[src/rtl/cache_mem_pkg.sv]
// Shared encodings for the cache/memory burst arbiter: FSM states, owner ids
// and the line-offset width derived from the burst length.
package cache_mem_pkg;

  typedef enum logic [1:0] {
    IDLE  = 2'd0,
    ISSUE = 2'd1,
    RDATA = 2'd2,
    WDATA = 2'd3
  } arb_state_t;

  typedef enum logic {
    ICACHE = 1'b0,
    DCACHE = 1'b1
  } owner_t;

  localparam int LINE_BURST_LEN = 16;

  // Byte-offset bits inside one line of 32-bit beats.
  function automatic int line_offset_w(input int burst_len);
    return $clog2(burst_len) + 2;
  endfunction

  localparam int LINE_OFFSET_W = line_offset_w(LINE_BURST_LEN);

endpackage

[src/rtl/cache_arb_rr.sv]
// Two-input requester picker (I-cache vs D-cache). Round-robin by default;
// CACHE_ARB_DCACHE_PRIORITY_EN selects fixed D-cache priority instead.
module cache_arb_rr
  import cache_mem_pkg::*;
(
  input  logic   clk,
  input  logic   rst,
  input  logic   req_ic,
  input  logic   req_dc,
  input  logic   take,
  output logic   grant_valid,
  output owner_t grant_owner
);

`ifdef CACHE_ARB_DCACHE_PRIORITY_EN

  logic unused_inputs;
  assign unused_inputs = clk ^ rst ^ take;

  always_comb begin
    grant_valid = req_ic | req_dc;
    grant_owner = req_dc ? DCACHE : ICACHE;
  end

`else

  owner_t last_grant;

  // Resets to DCACHE so the I-cache wins the first tie.
  always_ff @(posedge clk or posedge rst) begin
    if (rst) begin
      last_grant <= DCACHE;
    end else if (take && grant_valid) begin
      last_grant <= grant_owner;
    end
  end

  always_comb begin
    grant_valid = req_ic | req_dc;
    grant_owner = ICACHE;
    if (req_ic && req_dc) begin
      grant_owner = (last_grant == ICACHE) ? DCACHE : ICACHE;
    end else if (req_dc) begin
      grant_owner = DCACHE;
    end
  end

`endif

endmodule

[src/rtl/cache_mem_arbiter.sv]
// Shares the external memory burst port between I-cache refills and D-cache
// refills/writebacks, one line at a time. Optional macro: CACHE_ARB_DCACHE_PRIORITY_EN.
module cache_mem_arbiter
  import cache_mem_pkg::*;
#(
  parameter int DATA_WIDTH    = 32,
  parameter int ADDRESS_WIDTH = 32,
  parameter int BURST_LEN     = 16
) (
  input  logic                     clk,
  input  logic                     rst,
  input  logic                     ic_req_valid,
  input  logic [ADDRESS_WIDTH-1:0] ic_req_address,
  output logic                     ic_req_ready,
  output logic                     ic_rsp_valid,
  output logic                     ic_rsp_last,
  output logic [DATA_WIDTH-1:0]    ic_rsp_data,
  input  logic                     dc_req_valid,
  input  logic                     dc_req_write,
  input  logic [ADDRESS_WIDTH-1:0] dc_req_address,
  output logic                     dc_req_ready,
  input  logic [DATA_WIDTH-1:0]    dc_wdata,
  output logic                     dc_wdata_ready,
  output logic                     dc_rsp_valid,
  output logic                     dc_rsp_last,
  output logic [DATA_WIDTH-1:0]    dc_rsp_data,
  output logic                     mem_req_valid,
  output logic                     mem_req_write,
  output logic [ADDRESS_WIDTH-1:0] mem_req_address,
  input  logic                     mem_req_ready,
  output logic [DATA_WIDTH-1:0]    mem_wdata,
  output logic                     mem_wdata_valid,
  output logic                     mem_wdata_last,
  input  logic                     mem_wdata_ready,
  input  logic                     mem_rsp_valid,
  input  logic                     mem_rsp_last,
  input  logic [DATA_WIDTH-1:0]    mem_rsp_data
);

  localparam int OFF_W = line_offset_w(BURST_LEN);
  localparam int CNT_W = (BURST_LEN > 1) ? $clog2(BURST_LEN) : 1;
  localparam logic [CNT_W-1:0] LAST_BEAT = CNT_W'(BURST_LEN - 1);

  // Handshakes: a transfer happens in a cycle where valid and ready are both
  // high; the valid side holds its payload stable until that cycle.

  arb_state_t               state_q;
  arb_state_t               state_d;
  owner_t                   owner_q;
  logic                     write_q;
  logic [ADDRESS_WIDTH-1:0] addr_q;
  logic [CNT_W-1:0]         beat_cnt_q;

  logic   take;
  logic   grant_valid;
  owner_t grant_owner;
  logic   grant_fire;
  logic   wbeat_fire;
  logic   wbeat_final;

  assign take        = (state_q == IDLE);
  assign grant_fire  = take && grant_valid;
  assign wbeat_fire  = (state_q == WDATA) && mem_wdata_ready;
  assign wbeat_final = wbeat_fire && (beat_cnt_q == LAST_BEAT);

  cache_arb_rr u_arb (
    .clk         (clk),
    .rst         (rst),
    .req_ic      (ic_req_valid),
    .req_dc      (dc_req_valid),
    .take        (take),
    .grant_valid (grant_valid),
    .grant_owner (grant_owner)
  );

  always_ff @(posedge clk or posedge rst) begin
    if (rst) begin
      state_q <= IDLE;
    end else begin
      state_q <= state_d;
    end
  end

  always_comb begin
    state_d = state_q;
    unique case (state_q)
      IDLE:  if (grant_valid) state_d = ISSUE;
      ISSUE: if (mem_req_ready) state_d = write_q ? WDATA : RDATA;
      RDATA: if (mem_rsp_valid && mem_rsp_last) state_d = IDLE;
      WDATA: if (wbeat_final) state_d = IDLE;
      default: state_d = IDLE;
    endcase
  end

  // The I-cache never writes, so only a D-cache grant can set write_q.
  always_ff @(posedge clk or posedge rst) begin
    if (rst) begin
      owner_q <= DCACHE;
      write_q <= 1'b0;
      addr_q  <= '0;
    end else if (grant_fire) begin
      owner_q <= grant_owner;
      write_q <= (grant_owner == DCACHE) && dc_req_write;
      addr_q  <= (grant_owner == DCACHE) ? dc_req_address : ic_req_address;
    end
  end

  always_ff @(posedge clk or posedge rst) begin
    if (rst) begin
      beat_cnt_q <= '0;
    end else if (wbeat_fire) begin
      beat_cnt_q <= (beat_cnt_q == LAST_BEAT) ? '0 : beat_cnt_q + CNT_W'(1);
    end
  end

  always_comb begin
    ic_req_ready    = 1'b0;
    dc_req_ready    = 1'b0;
    ic_rsp_valid    = 1'b0;
    ic_rsp_last     = 1'b0;
    ic_rsp_data     = '0;
    dc_rsp_valid    = 1'b0;
    dc_rsp_last     = 1'b0;
    dc_rsp_data     = '0;
    dc_wdata_ready  = 1'b0;
    mem_req_valid   = 1'b0;
    mem_req_write   = 1'b0;
    mem_req_address = '0;
    mem_wdata       = '0;
    mem_wdata_valid = 1'b0;
    mem_wdata_last  = 1'b0;
    unique case (state_q)
      IDLE: begin
        // Gated by rst so a requester held valid through reset sees no ready.
        if (!rst && grant_valid) begin
          ic_req_ready = (grant_owner == ICACHE);
          dc_req_ready = (grant_owner == DCACHE);
        end
      end
      ISSUE: begin
        mem_req_valid   = 1'b1;
        mem_req_write   = write_q;
        mem_req_address = {addr_q[ADDRESS_WIDTH-1:OFF_W], {OFF_W{1'b0}}};
      end
      RDATA: begin
        if (owner_q == ICACHE) begin
          ic_rsp_valid = mem_rsp_valid;
          ic_rsp_last  = mem_rsp_valid && mem_rsp_last;
          ic_rsp_data  = mem_rsp_data;
        end else begin
          dc_rsp_valid = mem_rsp_valid;
          dc_rsp_last  = mem_rsp_valid && mem_rsp_last;
          dc_rsp_data  = mem_rsp_data;
        end
      end
      WDATA: begin
        mem_wdata       = dc_wdata;
        mem_wdata_valid = 1'b1;
        mem_wdata_last  = (beat_cnt_q == LAST_BEAT);
        dc_wdata_ready  = mem_wdata_ready;
      end
      default: ;
    endcase
  end

  a_req_stable: assert property (@(posedge clk) disable iff (rst)
    (mem_req_valid && !mem_req_ready) |=>
      (mem_req_valid && $stable(mem_req_address) && $stable(mem_req_write)));

  a_rsp_onehot: assert property (@(posedge clk) disable iff (rst)
    !(ic_rsp_valid && dc_rsp_valid));

endmodule

[config.mk]
export PLATFORM = sky130hd
export DESIGN_NAME = cache_mem_arbiter
export DESIGN_NICKNAME = d
export VERILOG_FILES = /design/src/rtl/cache_mem_pkg.sv /design/src/rtl/cache_arb_rr.sv /design/src/rtl/cache_mem_arbiter.sv
export SDC_FILE = /design/constraint.sdc
export NUM_CORES = 1
export LEC_CHECK = 0
export BUFFER_PORTS_ARGS = -buffer_cell sky130_fd_sc_hd__buf_2
export CORE_AREA = 3 3 106 108
export DETAILED_ROUTE_END_ITERATION = 6
export DIE_AREA = 0 0 109 111
export GPL_TIMING_DRIVEN = 0
export HOLD_SLACK_MARGIN = 0.08
export PLACE_DENSITY = 0.67
export SLEW_MARGIN = 40
export SYNTH_ARGS = -nofsm -noshare
export SYNTH_HDL_FRONTEND = slang
export SYNTH_SLANG_ARGS = --single-unit
[constraint.sdc]
create_clock -name clk -period 2.34 [get_ports clk]
set_clock_uncertainty 0.2 [all_clocks]
set_input_delay 0.468 -clock clk [delete_from_list [all_inputs] [get_ports clk]]
set_output_delay 0.468 -clock clk [all_outputs]
set_load 0.005 [all_outputs]
==> results.toml, run 1 <==
[synthesis]
synth.most_common_cell = "and3_1"
synthFlopType = "dfrtp_1"
syn_area_mm2 = 0.00260
synth_warnings = 0
ys_async_sr_fraction_pct = 100
seq_area_frac_synth_pct = 32.7
synth_cell_types = 36
yosysTopAreaCell = "dfrtp_1"
yosys-top-cells-area = "dfrtp_1, and3_1, and2_1, nand2_1, a31oi_1"
synth_seq_cells = 34
synth_top_area_share_pct = 31.7
ys_top_cells_by_count = "and3_1, nand2_1, dfrtp_1, and2_1, clkbuf_1"
syn_inst = 333
synth_enable_flop_cells = 0
avgSynthCellArea_um2 = 7.82

[worst_setup_path]
endpoint_kind = "primary output"
critPathKind = "flip-flop to primary output"
crit_required_ns = 1.67
worst_ep_arrival_time_ns = 1.64
path_max_fanout = 10
cp-start-kind = "flip-flop"

[placement]
placedCellCount = 731
hpwlAfterDp_um = 10000
port_buffers = 257
dpl_cell_area_mm2 = 0.00408
routabilityCongestion = 0.834

[global_routing]
grt-ovfl-total = 0
grt.total_usage_pct = 18.6
grt_pass1_vias = 3319
grt_pass1_wl_um = 18000
grt_max_degree = 35
antenna_found_initial = 1

[clocking]
numCtsBuffers = 5
cts_hold_buf = 0
insertion_delay_ns = 0.28
cts_tree = "yes"
root_buffer = "clkbuf_8"
ctsHtreeMaxLevel = 2
clock-sinks = 34
clockBufferDepth = 2
path_clk_slew_ns = 0.08

[floorplanning]
core_area_mm2 = 0.0103
initial_core_util_pct = 25.2
fp.dieH_um = 111
rows = 37
die_w_um = 109
ios = 276
fp.dieArea_mm2 = 0.0121

[timing]
grt_setup_unrepaired = "true"
period_share_pct = 98.6
maxSlewHeadroom_pct = 59.4
layout_min_cycle_time_ns = 2.31
max_freq_ghz = 0.433
tightestPinTransition_ns = 0.609
final_max_slew_viol_count = 0
finalSetupViolCount = 0
final_hold_viol_count = 0

[final_layout]
fill_cells = 1067
fin_cells = 739
final_area_mm2 = 0.00424
nets = 739
drive_above_1_share_pct = 51.5
area_delta_synth_final_pct = 62.8

[drt]
top_layer_used = "met4"
first_pass_iters = 5
met2_length_um = 6200
first_iter_violations = 205
wl_met3_um = 983
routed_wl_um = 12100
routedWlPerCell_um = 16.4
num_vias = 3431
routed_via_density = 4.64
m1WireLength_um = 4850
drc_errors = 0
antenna_left = 0

[worst_hold_path]
hold_class = "input pin to async pin"

[pwr]
irDropWorstVdd_mv = 0.449
cellPowerDensity_mw_per_mm2 = 1020
p_leak_nw = 2.81
finalPower_mw = 4.32

[job]
cap_violations = 0

[run_status]
status = "complete, no violations"
cell usage in the layout (no fill, tap or decap), types with 9 or more instances in the layout:
cell type  netlist  final
a221o_1         10     10
a31oi_1         17     17
buf_4            8     12
and2_1          28     28
a21oi_1         18     18
nand2_1         39     39
clkbuf_1        23      9
and3_1         109    109
dfrtp_1         33     33
buf_2           11    265
layer usage:
| layer | vias up | track usage, % |
|---|---|---|
| li1 | 1702 | - |
| met1 | 1562 | 22.1 |
| met2 | 161 | 34.5 |
| met3 | 6 | 3.26 |
| met4 | 0 | 3.37 |
| met5 | - | 0 |
state kept, by name (all words and copies together) (netlist names):
signal	count
addr_q	26
write_q	1
state_q	2
beat_cnt_q	4
u_arb.last_grant	1
area by class of cell:
type	count	area, um^2	share of cell area, %
buffer	42	268	6.32
timing repair buffer	259	1300	30.7
inverter	4	16.3	0.384
tap	136	170	4.02
multi-input combinational	255	1530	36.2
clock buffer	6	82.6	1.95
sequential	34	852	20.1
clock inverter	2	12.5	0.295
antenna	1	2.50	0.0590
metrics by stage:
stage / worst slack [ns] / hold slack (ns) / TNS (ns) / utilization, %
CTS: -0.0253 / 0.148 / -0.0253 / 40.7
detailed placement: -0.0941 / 0.294 / -0.335 / 39.5
global placement: -0.0510 / 0.282 / -0.0510 / 39.5
finish: 0.0316 / 0.0479 / 0 / 41.0
global route: -0.0642 / 0.0929 / -0.239 / 41.0
floorplan: 0.428 / 0.260 / 0 / -
worst paths after layout:
check / start / end / slack (ns) / depth (start not counted)
worst min-delay path: rst / addr_q[20]$_DFFE_PP0P_ / 0.05 / 2
min in group clk: ic_req_address[7] / addr_q[7]$_DFFE_PP0P_ / 0.22 / 2
worst max-delay path: u_arb.last_grant$_DFFE_PP1P_ / ic_req_ready / 0.03 / 5
max in group asynchronous: rst / addr_q[14]$_DFFE_PP0P_ / 1.51 / 2
worst max register to register: state_q[0]$_DFFE_PP0P_ / addr_q[21]$_DFFE_PP0P_ / 0.62 / 6
worst min register to register: addr_q[6]$_DFFE_PP0P_ / addr_q[6]$_DFFE_PP0P_ / 0.31 / 1
kinds of logic (layout without fill, tap and decap cells):
group | Yosys count | after routing | synth area share (%)
other | 1 | 7 | 0.144
adder cells (fa/ha/maj) | 1 | 1 | 0.481
XOR/XNOR | 1 | 1 | 0.337
flip-flops | 34 | 34 | 32.7
buffers and inverters | 49 | 313 | 9.62
AO/OA/AOI/OAI | 54 | 54 | 14.1
multiplexers | 1 | 1 | 0.433
AND/OR/NAND/NOR | 192 | 192 | 42.2
where the power goes:
group	total, mW	switching, mW	internal, mW
Sequential	1.08	0.187	0.893
Combinational	2.77	1.47	1.30
Clock	0.463	0.227	0.237
Total	4.32	1.89	2.43
critical path, cell delays in order, from the launching register on:
cell,delay (ns)
dfstp_2,0.62
a21boi_4,0.11
buf_4,0.19
buf_6,0.15
nor3_1,0.15
buf_2,0.13
repair_timing:
item                                    in CTS  in global routing
endpoints found under the hold margin        0                  0
setup buffers                                2                  0
resized for setup                           14                 26
endpoints found under the setup margin      95                 56
Power figures use the tool's default switching activity.
==> run 2, diff against run 1 <==
CORE_AREA = 8 8 100 102   (was 3 3 106 108)
DIE_AREA = 0 0 108 110   (was 0 0 109 111)
PLACE_DENSITY = 0.8   (was 0.67)
SYNTH_HIERARCHICAL = 1   (was unset)
==> run 2 against run 1 <==
  * First-iteration DRC count shrank 27%
  * Cell count shrank 4.9%
  * Utilization grew 9.4 points
  * Hold slack gained 0.13 ns
  * Sequential power is essentially flat
  * Clock-buffer cell count grew 1
  * Die area shrank 1.8%
  * Area after synthesis grew 1.5%
  * Maximum frequency grew 1.2%
  * Flip-flop and latch count grew 1
  * Critical endpoint is now ic_rsp_data[7]
==> results.toml, run 2 <==
[floorplanning]
core_area_mm2 = 0.00847
fp.dieArea_mm2 = 0.0119
ios = 276
initial_core_util_pct = 31.2
fp.dieH_um = 110
rows = 34
die_w_um = 108

[final_layout]
top_register = "addr_q"
multi_input_area_mm2 = 0.00156
drive_above_1_share_pct = 51.9
largest_registers = "addr_q: 26 flops, beat_cnt_q: 4 flops, state_q: 2 flops"
final_common_cell = "buf_2"
nets = 732
fill_cells = 841
area_delta_synth_final_pct = 61.5
final_core_util_pct = 50.4
regArea_um2 = 878
layout_common_cells = "buf_2, and3_1, and2_1"
largest_register_ffs = 26
antenna_cells = 0

[synthesis]
synth_seq_cells = 35
ys_top_cells_by_count = "and3_1, and2_1, dfrtp_1, nor2_1, a21oi_1"
synth_cell_types = 33
synth.most_common_cell = "and3_1"
synth-adder-area-share_pct = 0.473
yosysTopAreaCell = "dfrtp_1"
synth_top_family_by_area = "simple AND/OR/NAND/NOR gates"
yosys.area_share.simple_pct = 38.3
yosys-top-cells-area = "dfrtp_1, and3_1, and2_1, mux2i_1, a21oi_1"
synth_enable_flop_cells = 0
synth_warnings = 6
syn_inst = 319
synth_compound_area_share_pct = 7.62
synth_top_area_share_pct = 31.3
synth.area.mux_share_pct = 10.8
syn_area_mm2 = 0.00264
ys_async_sr_fraction_pct = 100
synthXorXnorAreaFrac_pct = 0.331
seq_area_frac_synth_pct = 33.2
avgSynthCellArea_um2 = 8.28
synthFlopType = "dfrtp_1"

[drt]
first_iter_violations = 150
antenna_left = 0
drc_errors = 0
routed_via_density = 4.70
routed_wl_um = 11800
first_pass_iters = 4
routedWlPerCell_um = 16.7
num_vias = 3307

[worst_setup_path]
worst-r2r-setup-slack_ns = 0.56
rr_startpoint = "u_arb/last_grant$_DFFE_PP1P_"
slowest_delay_ns = 0.40
r2r_end = "addr_q[12]$_DFFE_PP0P_"
critPathKind = "flip-flop to primary output"
worst_ep_arrival_time_ns = 1.61
rr_worst_depth = 5
slowest_stage = "dfrtp_1"
path_max_fanout = 10
endpoint_kind = "primary output"
path_cells = "nor2b_1, buf_4, and2b_4, buf_6, and2_1, buf_2"
crit_required_ns = 1.67
cp-start-kind = "flip-flop"

[global_routing]
grt_pass1_wl_um = 17400
grt_max_degree = 36
antenna_found_initial = 0
grt_pass1_vias = 3350
grt.total_usage_pct = 18.2
grt-ovfl-total = 0

[worst_hold_path]
hold_end = "u_arb/last_grant$_DFFE_PP1P_"
hold_class = "input pin to flip-flop"
hold_depth = 2
min_from = "ic_req_valid"

[pwr]
clkPwrFrac_pct = 11.0
swShare_pct = 42.5
cellPowerDensity_mw_per_mm2 = 1000
irDropWorstVdd_mv = 0.393
p_int_mw = 2.46
p_switching_mw = 1.81
p_seq_share_pct = 26.0
finalPower_mw = 4.27
pwr-share-comb_pct = 63.0
p_leak_nw = 2.72

[clocking]
ctsHtreeMaxLevel = 2
clockBufferDepth = 2
path_clk_slew_ns = 0.07
insertion_delay_ns = 0.29
numCtsBuffers = 5
clock-sinks = 35
root_buffer = "clkbuf_8"
cts_tree = "yes"

[placement]
hpwlAfterDp_um = 9680
routabilityCongestion = 0.877
port_buffers = 257

[job]
cap_violations = 0

[timing]
final_hold_viol_count = 0
tns_ns = 0
period_share_pct = 97.5
layout_min_cycle_time_ns = 2.28
grt_setup_unrepaired = "true"
max_freq_ghz = 0.438
finalSetupViolCount = 0
final_max_slew_viol_count = 0

[run_status]
status = "complete, no violations"
## run 2: metal layers
| metal | up-vias | routed length (um) | GRT usage (%) |
|---|---|---|---|
| met5 | - | 0 | 0 |
| met4 | 0 | 153 | 3.96 |
| met3 | 12 | 1170 | 5.06 |
| met2 | 168 | 6090 | 34.1 |
| met1 | 1512 | 4360 | 19.9 |
| li1 | 1615 | - | - |
## run 2: cell families (layout without fill, tap and decap cells)
logic type | Yosys count | after routing
AO/OA/AOI/OAI | 37 | 37
XOR/XNOR | 1 | 1
adder cells (fa/ha/maj) | 1 | 1
buffers and inverters | 43 | 314
flip-flops | 35 | 35
multiplexers | 28 | 28
other | 1 | 6
AND/OR/NAND/NOR | 173 | 173
## run 2: critical path, delay by kind of cell (launching register included)
| kind | cells | cell delay [ns] |
|---|---|---|
| AND/OR/NAND/NOR | 3 | 0.48 |
| buffers and inverters | 3 | 0.44 |
| flip-flops | 1 | 0.40 |
## run 2: how the worst max path moves through the flow
stage                                start              to  slack, ns  cells after the start
detailed placement            ic_req_valid    dc_req_ready       0.05                      6
global route        state_q[0]$_DFFE_PP0P_  ic_rsp_data[1]      -0.01                      6
CTS                 state_q[0]$_DFFE_PP0P_    ic_req_ready       0.02                      4
global placement                       rst    dc_req_ready      -0.32                      4
floorplan                              rst    dc_req_ready       0.19                      2
finish              state_q[1]$_DFFE_PP0P_  ic_rsp_data[7]       0.06                      6
## run 2: cell type report
class / count / area share (%)
sequential: 35 / 20.6
clock inverter: 1 / 0.205
multi-input combinational: 246 / 36.5
tap: 108 / 3.17
timing repair buffer: 263 / 31.6
buffer: 38 / 5.39
clock buffer: 7 / 2.02
inverter: 5 / 0.498
## run 2: power by group through the flow
stage / combinational (mW) / sequential, mW / clock, mW
floorplan: 1.56 / 1.06 / 0
global placement: 2.57 / 1.10 / 0
detailed placement: 2.63 / 1.12 / 0
CTS: 2.65 / 1.11 / 0.484
global route: 3.00 / 1.15 / 0.504
finish: 2.69 / 1.11 / 0.468
## run 2: what timing repair did
item                                    CTS  global route
hold endpoints to repair                  1            33
endpoints found under the setup margin   11            50
resized for setup                         2            14
setup buffers                             0             3
hold buffers                              1             2
## run 2: metrics by stage
| stage | setup slack, ns | area (um^2) | std cells | hold slack [ns] |
|---|---|---|---|---|
| finish | 0.0590 | 4270 | 703 | 0.179 |
| global placement | -0.324 | 4080 | 689 | 0.279 |
| floorplan | 0.192 | 2660 | 324 | 0.158 |
| global route | -0.0108 | 4270 | 703 | 0.177 |
| CTS | 0.0198 | 4190 | 698 | 0.152 |
| detailed placement | 0.0467 | 4080 | 689 | 0.299 |
==> run 3, diff against run 2 <==
CORE_AREA = unset   (was 8 8 100 102)
CORE_MARGIN = 8   (was unset)
CORE_UTILIZATION = 30   (was unset)
DIE_AREA = unset   (was 0 0 108 110)
PLACE_DENSITY = 0.77   (was 0.8)
==> run 3 against run 2 <==
  * Die area rose by 1.6%
  * Global-route usage fell by 0.14 points
  * Via count fell by 0.79%
  * Non-clock buffer count fell by 2
  * Hold slack got worse by 0.0084 ns
  * Critical path depth did not move
  * Cell count fell by 0.14%
  * Clock-buffer cell count fell by 1
  * Maximum frequency rose by 0.60%
  * Total power fell by 2.0%
  * Critical path type unchanged
  * Largest power group unchanged
==> results.toml, run 3 (same netlist as run 2, synthesis figures left out) <==
[clocking]
clock-sinks = 35
path_clk_slew_ns = 0.07
cts_tree = "yes"
insertion_delay_ns = 0.28
ctsHtreeMaxLevel = 2
numCtsBuffers = 5
clockBufferDepth = 2
root_buffer = "clkbuf_8"

[global_routing]
grt_pass1_wl_um = 17400
grt-ovfl-total = 0
grt_pass1_vias = 3433
grt_max_degree = 36
antenna_found_initial = 1
grt.total_usage_pct = 18.0

[drt]
num_vias = 3281
drc_errors = 0
routed_via_density = 4.67
first_pass_iters = 5
antenna_left = 0
first_iter_violations = 161
routedWlPerCell_um = 16.8
routed_wl_um = 11800

[timing]
final_max_slew_viol_count = 0
final_hold_viol_count = 0
finalSetupViolCount = 0
period_share_pct = 96.9
layout_min_cycle_time_ns = 2.27
max_freq_ghz = 0.441
whs_ns = 0.170

[pwr]
cellPowerDensity_mw_per_mm2 = 989
p_leak_nw = 2.69
irDropWorstVdd_mv = 0.538
finalPower_mw = 4.18

[placement]
routabilityCongestion = 0.839
port_buffers = 257
placedCellCount = 689
hpwlAfterDp_um = 9930

[final_layout]
nets = 730
area_delta_synth_final_pct = 60.2
fill_cells = 897
final_core_util_pct = 49.0
layout_common_cells = "buf_2, and3_1, and2_1"
top_register = "addr_q"
largest_register_ffs = 26
largest_registers = "addr_q: 26 flops, beat_cnt_q: 4 flops, state_q: 2 flops"
drive_above_1_share_pct = 50.8
final_common_cell = "buf_2"
fin_cells = 702

[worst_setup_path]
endpoint_kind = "primary output"
path_max_fanout = 10
cp-start-kind = "flip-flop"
worst_ep_arrival_time_ns = 1.60
slowest_stage = "dfrtp_1"
critical_path.startpoint = "state_q[1]$_DFFE_PP0P_"
rr_worst_depth = 5
critPathKind = "flip-flop to primary output"
slowest_delay_ns = 0.40
worst-r2r-setup-slack_ns = 0.57
rr_startpoint = "u_arb/last_grant$_DFFE_PP1P_"
path_cells = "nor2b_1, buf_4, and2b_4, buf_6, and2_1, buf_2"
crit_required_ns = 1.67
r2r_end = "addr_q[18]$_DFFE_PP0P_"

[worst_hold_path]
hold_end = "u_arb/last_grant$_DFFE_PP1P_"
hold_depth = 2
hold_class = "input pin to flip-flop"
min_from = "ic_req_valid"

[job]
cap_violations = 0

[floorplanning]
fp.dieArea_mm2 = 0.0121
rows = 34
core_area_mm2 = 0.00864
initial_core_util_pct = 30.6
fp.dieH_um = 110
ios = 276
die_w_um = 110

[run_status]
status = "complete, no violations"
-- run 3: metal layers --
metal / up-vias / wire length (um) / GRT usage (%)
met5: - / 0 / 0
li1: 1618 / - / -
met3: 12 / 1170 / 4.87
met1: 1502 / 4150 / 19.2
met4: 0 / 177 / 4.44
met2: 149 / 6320 / 34.1
-- run 3: stage by stage --
| stage | instance area (um^2) | setup TNS [ns] | setup slack (ns) |
|---|---|---|---|
| final | 4230 | 0 | 0.0726 |
| after global routing | 4230 | -0.000693 | -0.000693 |
| after CTS | 4180 | 0 | 0.0275 |
| after detailed placement | 4080 | 0 | 0.00123 |
| after global placement | 4080 | -0.339 | -0.339 |
| after floorplan | 2660 | 0 | 0.192 |
-- run 3: worst max path at each step --
stage,to,depth (start not counted)
floorplan,dc_req_ready,2
detailed placement,dc_req_ready,6
global placement,dc_req_ready,4
finish,ic_rsp_data[5],6
global route,dc_req_ready,5
CTS,dc_req_ready,5
-- run 3: worst max-delay path: cells and delay by family, from the launching register on --
family | cells | cell delay, ns
flops | 1 | 0.40
simple gates | 3 | 0.48
buf+inv | 3 | 0.44
-- run 3: layout make-up --
| class | count | area, um^2 | area share (%) |
|---|---|---|---|
| inverters | 5 | 21.3 | 0.503 |
| plain buffers | 38 | 228 | 5.38 |
| multi-input cells | 246 | 1550 | 36.6 |
| flip-flops and latches | 35 | 878 | 20.8 |
| diodes | 1 | 2.50 | 0.0591 |
| repair buffers | 261 | 1330 | 31.5 |
| clock buffers | 6 | 72.6 | 1.71 |
| well taps | 108 | 135 | 3.19 |
| clock inverters | 2 | 12.5 | 0.296 |
-- run 3: repair_timing --
item	CTS	global route
buffers inserted	0	1
hold endpoints to repair	1	33
pin swaps	0	0
resized for setup	3	6
hold buffers	1	2
endpoints found under the setup margin	12	11
gates cloned	0	0
-- run 3: power breakdown --
group	internal (mW)	switching [mW]	leakage (nW)
Combinational	1.26	1.38	2.26
Clock	0.208	0.221	0.0412
Sequential	0.922	0.189	0.393
